<file path="src/rtl/log_reader_pkg.sv">
// Shared types and constants for the log BlockRAM reader.
package log_reader_pkg;

    typedef enum logic [1:0] {
        S_IDLE  = 2'd0,
        S_READ  = 2'd1,
        S_DRAIN = 2'd2,
        S_DONE  = 2'd3
    } state_t;

    localparam int DEFAULT_MAX_WORDS = 32000;
    localparam int LOW_LATENCY       = 1;
    localparam int HIGH_PERFORMANCE  = 2;

endpackage

</file>
<file path="src/rtl/log_reader_if.sv">
// valid/ready word stream from the log reader toward the MicroBlaze/UART path.
interface log_reader_if #(
    parameter int DATA_WIDTH = 32
);
    logic [DATA_WIDTH-1:0] data;
    logic                  valid;
    logic                  ready;

    modport master (output data, output valid, input ready);
    modport slave  (input data, input valid, output ready);
endinterface

</file>
<file path="src/rtl/log_reader_fifo.sv">
// Small synchronous FIFO buffering RAM words ahead of the output stream.
module log_reader_fifo #(
    parameter int DATA_WIDTH = 32,
    parameter int DEPTH      = 4
) (
    input  logic                   clock,
    input  logic                   i_reset,
    input  logic                   i_flush,
    input  logic                   i_push,
    input  logic [DATA_WIDTH-1:0]  i_wdata,
    input  logic                   i_pop,
    output logic [DATA_WIDTH-1:0]  o_rdata,
    output logic [$clog2(DEPTH):0] o_count,
    output logic                   o_full,
    output logic                   o_empty
);
    localparam int AW = $clog2(DEPTH);
    localparam int CW = AW + 1;

    logic [DATA_WIDTH-1:0] r_mem [DEPTH];
    logic [AW-1:0]         r_wr_ptr;
    logic [AW-1:0]         r_rd_ptr;
    logic [CW-1:0]         r_count;

    always_ff @(posedge clock) begin
        if (i_reset || i_flush) begin
            r_wr_ptr <= '0;
            r_rd_ptr <= '0;
            r_count  <= '0;
        end else begin
            if (i_push) r_wr_ptr <= r_wr_ptr + AW'(1);
            if (i_pop)  r_rd_ptr <= r_rd_ptr + AW'(1);
            r_count <= r_count + CW'(i_push) - CW'(i_pop);
        end
    end

    always_ff @(posedge clock) begin
        if (i_push) r_mem[r_wr_ptr] <= i_wdata;
    end

    assign o_count = r_count;
    assign o_empty = (r_count == '0);
    assign o_full  = (r_count == CW'(DEPTH));
    // Head reads as zero when empty so the stream data is clean out of reset.
    assign o_rdata = o_empty ? '0 : r_mem[r_rd_ptr];

endmodule

</file>
<file path="src/rtl/log_reader.sv">
// Streams the first N words of the logging BlockRAM out over valid/ready,
// absorbing RAM read latency and consumer stalls in a small credit-managed FIFO.
module log_reader
    import log_reader_pkg::*;
#(
    parameter int DATA_WIDTH  = 32,
    parameter int ADDR_WIDTH  = 16,
    parameter int MAX_WORDS   = DEFAULT_MAX_WORDS,
    parameter int RAM_LATENCY = LOW_LATENCY,
    parameter int FIFO_DEPTH  = 4
) (
    input  logic                  clock,
    input  logic                  i_reset,
    input  logic                  i_start,
    input  logic                  i_abort,
    input  logic [ADDR_WIDTH-1:0] i_num_words,
    output logic [ADDR_WIDTH-1:0] o_rd_addr,
    output logic                  o_rd_en,
    input  logic [DATA_WIDTH-1:0] i_rd_data,
    log_reader_if.master          s_out,
    output logic                  o_busy,
    output logic                  o_done,
    output logic [ADDR_WIDTH-1:0] o_words_sent
);
    localparam int CW = $clog2(FIFO_DEPTH) + 1;
    localparam logic [ADDR_WIDTH-1:0] MAX_N = ADDR_WIDTH'(MAX_WORDS);

    state_t                  r_state;
    logic [ADDR_WIDTH-1:0]   r_n;
    logic [ADDR_WIDTH-1:0]   r_issued;
    logic [ADDR_WIDTH-1:0]   r_words_sent;
    logic [RAM_LATENCY-1:0]  r_vld_pipe;
    logic                    r_done;

    logic [CW-1:0]           w_count;
    logic [CW-1:0]           w_inflight;
    logic                    w_empty, w_full;
    logic                    w_issue, w_accept, w_push, w_flush, w_last;
    logic [DATA_WIDTH-1:0]   w_head;
    logic [ADDR_WIDTH-1:0]   w_n_clamped;

    always_comb begin
        w_inflight = '0;
        for (int i = 0; i < RAM_LATENCY; i++)
            w_inflight = w_inflight + CW'(r_vld_pipe[i]);
    end

    // A read is only issued if its word is guaranteed a FIFO slot on arrival.
    assign w_issue  = (r_state == S_READ) && (r_issued < r_n) &&
                      ((w_count + w_inflight) < CW'(FIFO_DEPTH));
    assign w_push   = r_vld_pipe[RAM_LATENCY-1];
    assign w_accept = !w_empty && s_out.ready;
    assign w_flush  = i_abort && (r_state != S_IDLE);
    assign w_n_clamped = (i_num_words > MAX_N) ? MAX_N : i_num_words;

    // Looks ahead to the final handshake so o_done lands the cycle after it.
    assign w_last = (r_state == S_DRAIN) && (w_inflight == '0) &&
                    ((w_count == '0) || ((w_count == CW'(1)) && w_accept)) &&
                    ((r_words_sent + ADDR_WIDTH'(w_accept)) == r_n);

    always_ff @(posedge clock) begin
        if (i_reset) begin
            r_state      <= S_IDLE;
            r_n          <= '0;
            r_issued     <= '0;
            r_words_sent <= '0;
            r_vld_pipe   <= '0;
            r_done       <= 1'b0;
        end else begin
            r_vld_pipe[0] <= w_issue;
            for (int i = 1; i < RAM_LATENCY; i++)
                r_vld_pipe[i] <= r_vld_pipe[i-1];
            if (w_accept) r_words_sent <= r_words_sent + ADDR_WIDTH'(1);
            r_done <= 1'b0;

            if (w_flush) begin
                r_state    <= S_IDLE;
                r_vld_pipe <= '0;
            end else begin
                case (r_state)
                    S_IDLE: if (i_start && !i_abort) begin
                        r_n          <= w_n_clamped;
                        r_issued     <= '0;
                        r_words_sent <= '0;
                        r_state      <= (w_n_clamped == '0) ? S_DONE : S_READ;
                    end
                    S_READ: if (w_issue) begin
                        r_issued <= r_issued + ADDR_WIDTH'(1);
                        if ((r_issued + ADDR_WIDTH'(1)) == r_n) r_state <= S_DRAIN;
                    end
                    S_DRAIN: if (w_last) begin
                        r_state <= S_DONE;
                        r_done  <= 1'b1;
                    end
                    // Empty dumps arrive here with r_done low and pulse one cycle later.
                    S_DONE: if (r_done) r_state <= S_IDLE;
                            else        r_done  <= 1'b1;
                    default: r_state <= S_IDLE;
                endcase
            end
        end
    end

    always_ff @(posedge clock) begin
        if (!i_reset && !w_flush) assert (!(w_push && w_full));
    end

    log_reader_fifo #(
        .DATA_WIDTH (DATA_WIDTH),
        .DEPTH      (FIFO_DEPTH)
    ) u_fifo (
        .clock   (clock),
        .i_reset (i_reset),
        .i_flush (w_flush),
        .i_push  (w_push),
        .i_wdata (i_rd_data),
        .i_pop   (w_accept),
        .o_rdata (w_head),
        .o_count (w_count),
        .o_full  (w_full),
        .o_empty (w_empty)
    );

    assign s_out.data   = w_head;
    assign s_out.valid  = !w_empty;
    assign o_rd_en      = w_issue;
    assign o_rd_addr    = w_issue ? r_issued : '0;
    assign o_busy       = (r_state == S_READ) || (r_state == S_DRAIN);
    assign o_done       = r_done;
    assign o_words_sent = r_words_sent;

endmodule

</file>
<file path="src/flat_wrapper.sv">
// flat-port wrapper written by rule: the top's interface ports become plain ports
module log_reader_flat import log_reader_pkg::*;
#(
    parameter int DATA_WIDTH  = 32,
    parameter int ADDR_WIDTH  = 16,
    parameter int MAX_WORDS   = DEFAULT_MAX_WORDS,
    parameter int RAM_LATENCY = LOW_LATENCY,
    parameter int FIFO_DEPTH  = 4
)
  (clock, i_reset, i_start, i_abort, i_num_words, o_rd_addr, o_rd_en, i_rd_data, o_busy, o_done, o_words_sent, s_out_data, s_out_valid, s_out_ready);
  log_reader_if #(.DATA_WIDTH(DATA_WIDTH)) s_out_i ();
  input  logic clock;
  input  logic i_reset;
  input  logic i_start;
  input  logic i_abort;
  input  logic [ADDR_WIDTH-1:0] i_num_words;
  output logic [ADDR_WIDTH-1:0] o_rd_addr;
  output logic o_rd_en;
  input  logic [DATA_WIDTH-1:0] i_rd_data;
  output logic o_busy;
  output logic o_done;
  output logic [ADDR_WIDTH-1:0] o_words_sent;
  output wire logic [$bits(s_out_i.data)-1:0] s_out_data;
  output wire logic [$bits(s_out_i.valid)-1:0] s_out_valid;
  input wire logic [$bits(s_out_i.ready)-1:0] s_out_ready;
  assign s_out_data = s_out_i.data;
  assign s_out_valid = s_out_i.valid;
  assign s_out_i.ready = s_out_ready;
  log_reader #(.DATA_WIDTH(DATA_WIDTH), .ADDR_WIDTH(ADDR_WIDTH), .MAX_WORDS(MAX_WORDS), .RAM_LATENCY(RAM_LATENCY), .FIFO_DEPTH(FIFO_DEPTH)) u_core (.clock(clock), .i_reset(i_reset), .i_start(i_start), .i_abort(i_abort), .i_num_words(i_num_words), .o_rd_addr(o_rd_addr), .o_rd_en(o_rd_en), .i_rd_data(i_rd_data), .s_out(s_out_i), .o_busy(o_busy), .o_done(o_done), .o_words_sent(o_words_sent));
endmodule
</file>
<file path="config.mk">
export PLATFORM = sky130hd
export DESIGN_NAME = log_reader_flat
export DESIGN_NICKNAME = d
export VERILOG_FILES = /design/src/rtl/log_reader_pkg.sv /design/src/rtl/log_reader_if.sv /design/src/rtl/log_reader_fifo.sv /design/src/rtl/log_reader.sv /design/src/flat_wrapper.sv
export SDC_FILE = /design/constraint.sdc
export NUM_CORES = 1
export LEC_CHECK = 0
export CAP_MARGIN = 20
export CORE_ASPECT_RATIO = 1.25
export CORE_MARGIN = 2
export CORE_UTILIZATION = 28
export CTS_BUF_LIST = sky130_fd_sc_hd__clkbuf_8
export DETAILED_ROUTE_END_ITERATION = 7
export HOLD_SLACK_MARGIN = 0.08
export SKIP_LAST_GASP = 1
export SLEW_MARGIN = 20
export SYNTH_ARGS = -nofsm -noshare
export SYNTH_HDL_FRONTEND = slang
export SYNTH_SLANG_ARGS = --single-unit
</file>
<file path="constraint.sdc">
create_clock -name clock -period 3 [get_ports clock]
set_input_delay 0.75 -clock clock [delete_from_list [all_inputs] [get_ports clock]]
set_output_delay 0.75 -clock clock [all_outputs]
set_load 0.02 [all_outputs]
</file>
; ---- Word-level counts from Yosys, hierarchy flattened
; Memory sizes are Yosys's and may differ from the RTL's. A register that Yosys moved wholly into a read port is not among the register bits.
; Cells that the tools add are included.
[totals]
output_inout_bits = 68
wordCells = 80
in_bits = 53
n_memories = 1
ff_bits = 59
mem_bits_rw = 128
[memory_table]
columns = name, words, width, rd, rd_ports_with_merged_regs, wr, line
row1 = u_core.u_fifo.r_mem, 4, 32, 1, 1, 1, log_reader_fifo.sv:20  ; logic [DATA_WIDTH-1:0] r_mem [DEPTH];
[op_classes]
bitwise_logic = 1
reduce_logical = 24
n_lt_le_gt_ge = 3
n_eq_ne = 11
muxes = 24
addsub = 7
[ops]
columns = cell, count
row1 = $mux 16, 8
row2 = $add 16x1->16 const B, 2
row3 = $eq 16x16->1, 2
row4 = $mux 32, 1
row5 = $pmux 16 s2, 1
row6 = $add 16x1->16, 1
row7 = $gt 16x15->1 const B, 1
row8 = $logic_not 16->1, 1
row9 = $lt 16x16->1, 1
row10 = $mux 2, 8
row11 = $logic_and 1x1->1, 9
row12 = $ne 2x1->1 const B, 4
row13 = $pmux 2 s4, 1
row14 = $logic_not 3->1, 2
row15 = $reduce_and 5->1, 1
row16 = $add 2x1->2 const B, 2
row17 = $eq 2x2->1 const B, 2
row18 = $mux 1, 4
row19 = $reduce_and 4->1, 1
row20 = $reduce_bool 2->1, 2
row21 = $add 3x1->3, 1
row22 = $eq 3x1->1 const B, 1
row23 = $logic_or 1x1->1, 3
row24 = $lt 3x3->1 const B, 1
row25 = other kinds (9), 10

; ---- Logic depth before layout (Yosys ltp)
[depth]
ltp_word = 9
ltp_mapped = 13
ltp_nobuf = 12

; ---- Modules after synthesis
; From an unflattened synthesis, not the netlist that was laid out.
[unflattened]
cells_unflattened = 759
hier_area_um2 = 9255.1
[by_module_without_submodules]
columns = module, seq_area_each_um2, area_each_um2, cells_each, instances
row1 = log_reader_fifo, 4023.9, 5326.4, 249, 1
row2 = log_reader, 1041.0, 3928.8, 510, 1

; ---- Worst setup path after synthesis
; Ideal clock, no wire load.
[synth_timing]
path_type = register -> output
start = register u_core.r_n[13]
end = output port o_rd_addr[11]
n_path_buf = 2
path_slack_ns = -0.263
required_time_ns = 2.250
arrival_time_ns = 2.513
stages_incl_launch_ff = 11
path_cell_list = dfxtp_1 -> clkbuf_1 -> inv_1 -> ha_1 -> nand3_1 -> nand2_1 -> a2111oi_0 -> nand4_2 -> inv_2 -> clkbuf_1 -> and2_1
[synth_via]
elab_chain_len = 4
[synth_lines]
columns = element, line
row1 = from (decl), log_reader.sv:29  ; logic [ADDR_WIDTH-1:0] r_n;
row2 = from (signal assigned), log_reader.sv:82  ; r_n <= w_n_clamped;
row3 = $lt 16x16->1, log_reader.sv:49  ; assign w_issue = (r_state == S_READ) && (r_issued < r_n) &&
row4 = $logic_and 1x1->1 (2 in a row), log_reader.sv:49
row5 = net o_rd_en, flat_wrapper.sv:18  ; output logic o_rd_en;
row6 = $mux 16, log_reader.sv:127  ; assign o_rd_addr = w_issue ? r_issued : '0;
row7 = to (decl), flat_wrapper.sv:17  ; output logic [ADDR_WIDTH-1:0] o_rd_addr;
; The timed path passes the listed nets, and every way through them passes these cells.

; ---- Final worst setup path
[layout_timing]
start = register u_core.r_n[15]
end = output port o_rd_addr[11]
[layout_via]
elab_chain_len = 4
[layout_lines]
columns = element, line
row1 = $lt 16x16->1, log_reader.sv:49
row2 = $logic_and 1x1->1 (2 in a row), log_reader.sv:49
row3 = $mux 16, log_reader.sv:127
; Every way passes these cells.

==> summary.md <==
| Metric | Value |
|---|---|
| Clock root cell | `clkbuf_8` |
| CTS clk-pin slew, worst paths | `100 ps` |
| Worst Path Arrival | `2450 ps` |
| Pre-Repair DR Iteration Count | `5` |
| CP max stage cell | `a2111o_1` |
| Largest net degree at the start of global routing | `34` |
| GPL Wtd Cong | `0.915` |
| Synthesis Warnings | `0` |
| Core Util, Final | `0.376` |
| Crit end category | `primary output` |
| Min-delay worst type | `reg -> reg` |
| Core Footprint | `32,600 um^2` |
| Antenna cell count | `0` |
| WP buf/inv | `4` |
| GRT Overall Usage | `0.145` |
| Cts bufs inserted | `17` |
| Total power | `7.85 mW` |
| Multi-input gate area | `4080 um^2` |
| # nets final | `1,050` |
| PwrDens | `~640 nW/um^2` |
| Startpoint types | `register` |
| Syn Nets | `850` |
| # IOs | `121` |
| Reg area | `5080 um^2` |
| Design Area, Final | `12,200 um^2` |
| Final setup vio count | `17` |
| Clock sink count | `between 150 and 200` |
| Top Family by Delay on Critical Path | `simple AND/OR/NAND/NOR gates` |
| F_max | `between 300 and 400 MHz` |
| CP max FO | `7` |
| Post-synth EDFFs | `128` |
| Max_slew headroom | `0.534` |
| Commonest non-fill, non-tap cell in the layout | `edfxtp_1` |
| Final wirelength | `24.7 mm` |
| Final Worst Setup Slack | `-202 ps` |
| Drt wl/cell | `17.7 um` |
| Port bufs | `120` |
| Initial core utilization | `0.283` |
| Final hold violation count | `0` |
| Initial antenna violation count | `0` |
| Die span in x | `166 um` |
| Htree depth | `4` |
| Post-DP Area | `roughly 12,000 um^2` |
| DRC | `0` |
| Die H | `207 um` |
| Critical path's most frequent cell | `buf_6` |
| Sequential cell area fraction in the yosys report | `0.550` |
| Status | `finished, violations left` |
| Mapped Cells | `between 700 and 800` |
| Synth Cell Area | `9220 um^2` |
| Proportion of layout cells with a drive suffix above 1 | `0.259` |
| Clk_lat worst skew | `470 ps` |
| Syn avg cell area | `12.1 um^2` |
| GRT overflow | `0` |
| Most frequent cells in the layout | `128 x edfxtp_1, 103 x buf_4, 71 x clkdlybuf4s50_1, 58 x nor2_1, 52 x dfxtp_1` |
| Leakage Power | `4.36 nW` |
| Number of global-route vias before repair | `6,927` |
| Synth-to-Final Area Change | `32.9%` |
| WHS | `504 ps` |
| Worst slew pin tran | `between 600 and 700 ps` |
| FILL cells | `3,213` |
| DRT iter0 DRCs | `346` |
| Final ANT Viol Nets | `0` |
| Max-slew violations | `0` |
| Worst path max stage delay | `400 ps` |
| Top FF cell, synth | `edfxtp_1` |
| Minimum clock period | `3200 ps` |
| WP data required | `2250 ps` |
| Number of synthesized register bits | `189` |
| Global-route wire length before repair | `38.7 mm` |
| Die area | `between 30,000 and 40,000 um^2` |
| Row count | `74` |
| CTS tree | `built` |
| Netlist cell types | `68` |
| Async set or reset register ratio after synthesis | `0` |
| Vias | `6,797` |
| Failing checks | `negative setup slack` |
| Clock Path Buffers | `2` |
| Post-DP HPWL | `17.8 mm` |
| Critical path class | `reg -> out` |
| Maxcap violations | `0` |
| Via/cell ratio | `a little under 5` |
| Worst clock skew | `14.5 ps` |
| RSZ-0062 raised after global routing | `true` |
| CP Cell Sequence | `inv_2 -> ha_4 -> buf_6 -> nand4_1 -> a2111o_1 -> nand4_4 -> clkinvlp_4 -> and2_4 -> buf_6` |
| Fin crit share | `1.07` |
| Max VDD drop | `0.000493 V` |
==> worst paths after layout <==
path	startpoint	endpoint	slack [ps]	cells past startpoint
max	u_core.r_n[15]	o_rd_addr[11]	-200	9
min	u_core.r_n[10]	u_core.r_n[10]	500	2
max reg2reg	u_core.u_fifo.o_count[1]	u_core.r_state[1]	30	14
min reg2reg	u_core.r_n[10]	u_core.r_n[10]	500	2
==> flip-flops by register name (all words and copies together) (netlist names), named ones only <==
| name | cells |
|---|---|
| u_core.u_fifo.r_mem | 128 |
| u_core.o_words_sent | 16 |
| u_core.r_issued | 16 |
| u_core.r_n | 16 |
| u_core.u_fifo.o_count | 3 |
| u_core.r_state | 2 |
| u_core.u_fifo.r_rd_ptr | 2 |
| u_core.u_fifo.r_wr_ptr | 2 |
| u_core.o_done | 1 |
| u_core.r_vld_pipe | 1 |
==> per-layer routing <==
layer,vias up,routed length (um),GRT usage
met4,0,390,0.0409
met5,-,0,0
met3,26,1270,0.0282
li1,3215,-,-
met2,216,12300,0.257
met1,3340,10700,0.180
==> power by group <==
group | leakage, nW | switching, mW | internal, mW | total (mW)
registers | 1.65 | 0.0927 | 2.91 | 3.01
clock network | 0.204 | 0.965 | 0.770 | 1.74
logic | 2.51 | 1.69 | 1.42 | 3.11
==> per-stage QoR <==
stage	setup TNS [ps]	worst slack (ps)	instances
final	-2520	-202	1395
after global routing	-4600	-329	1395
after CTS	-3180	-221	1391
after detailed placement	-6420	-694	1350
after global placement	-6360	-592	1350
after floorplan	0	14.8	764
==> worst min-delay path, stage by stage (launching register included) <==
cell      delay [ps]
dfxtp_1          320
inv_1             70
a211oi_1          70
==> cell usage after synthesis, types with 2 or more instances <==
cell / instances / area [um^2]
edfxtp_1: 128 / 3840
dfxtp_1: 61 / 1220
nor2_1: 61 / 229
and2_1: 51 / 319
a21oi_1: 37 / 185
ha_1: 33 / 413
xnor2_1: 33 / 289
inv_1: 32 / 120
mux4_2: 32 / 721
nand2_1: 32 / 120
clkbuf_1: 28 / 105
o21ai_0: 26 / 130
xor2_1: 24 / 210
nor3_1: 23 / 115
nand3_1: 19 / 95.1
nand4_1: 14 / 87.6
a22oi_1: 11 / 82.6
buf_2: 11 / 55.1
nor4_1: 11 / 68.8
nand3b_1: 7 / 52.6
a211oi_1: 6 / 45.0
mux2i_1: 5 / 50.1
or3_1: 5 / 31.3
a31oi_1: 4 / 25.0
buf_1: 4 / 15.0
nand2b_1: 4 / 25.0
or4_1: 4 / 30.0
nor2b_1: 3 / 18.8
o211ai_1: 3 / 22.5
o221ai_1: 3 / 26.3
a2111oi_0: 2 / 17.5
a21boi_0: 2 / 15.0
a21o_1: 2 / 15.0
and3_1: 2 / 12.5
and3b_1: 2 / 17.5
buf_4: 2 / 15.0
nand4_2: 2 / 25.0
nor3b_1: 2 / 15.0
nor4b_1: 2 / 17.5
o21a_1: 2 / 15.0
o22ai_1: 2 / 12.5
==> cell type report <==
type | count | area share
clock inverters | 15 | 0.0140
inverters | 33 | 0.0103
flip-flops and latches | 189 | 0.415
well taps | 418 | 0.0427
repair buffers | 227 | 0.165
multi-input cells | 495 | 0.333
clock buffers | 17 | 0.0191
repair inverters | 1 | 0.000613
==> cell families after synthesis <==
kind of cell               after synthesis  synth area share
DFF                                    189             0.550
AOI/OAI and AO/OA                      113            0.0797
muxes                                   38            0.0848
xor gates and xnor gates                57            0.0542
adders and majority gates               33            0.0448
buffers and inverters                   80            0.0358
and+or+nand+nor                        254             0.151
==> timing repair <==
item,4_1_cts,5_1_grt
resized for setup,170,19
hold endpoints to repair,0,0
gates cloned,1,0
hold buffers,0,0
endpoints found under the setup margin,51,20
buffers inserted,8,4
pin swaps,21,11
Power figures use the tool's default switching activity.
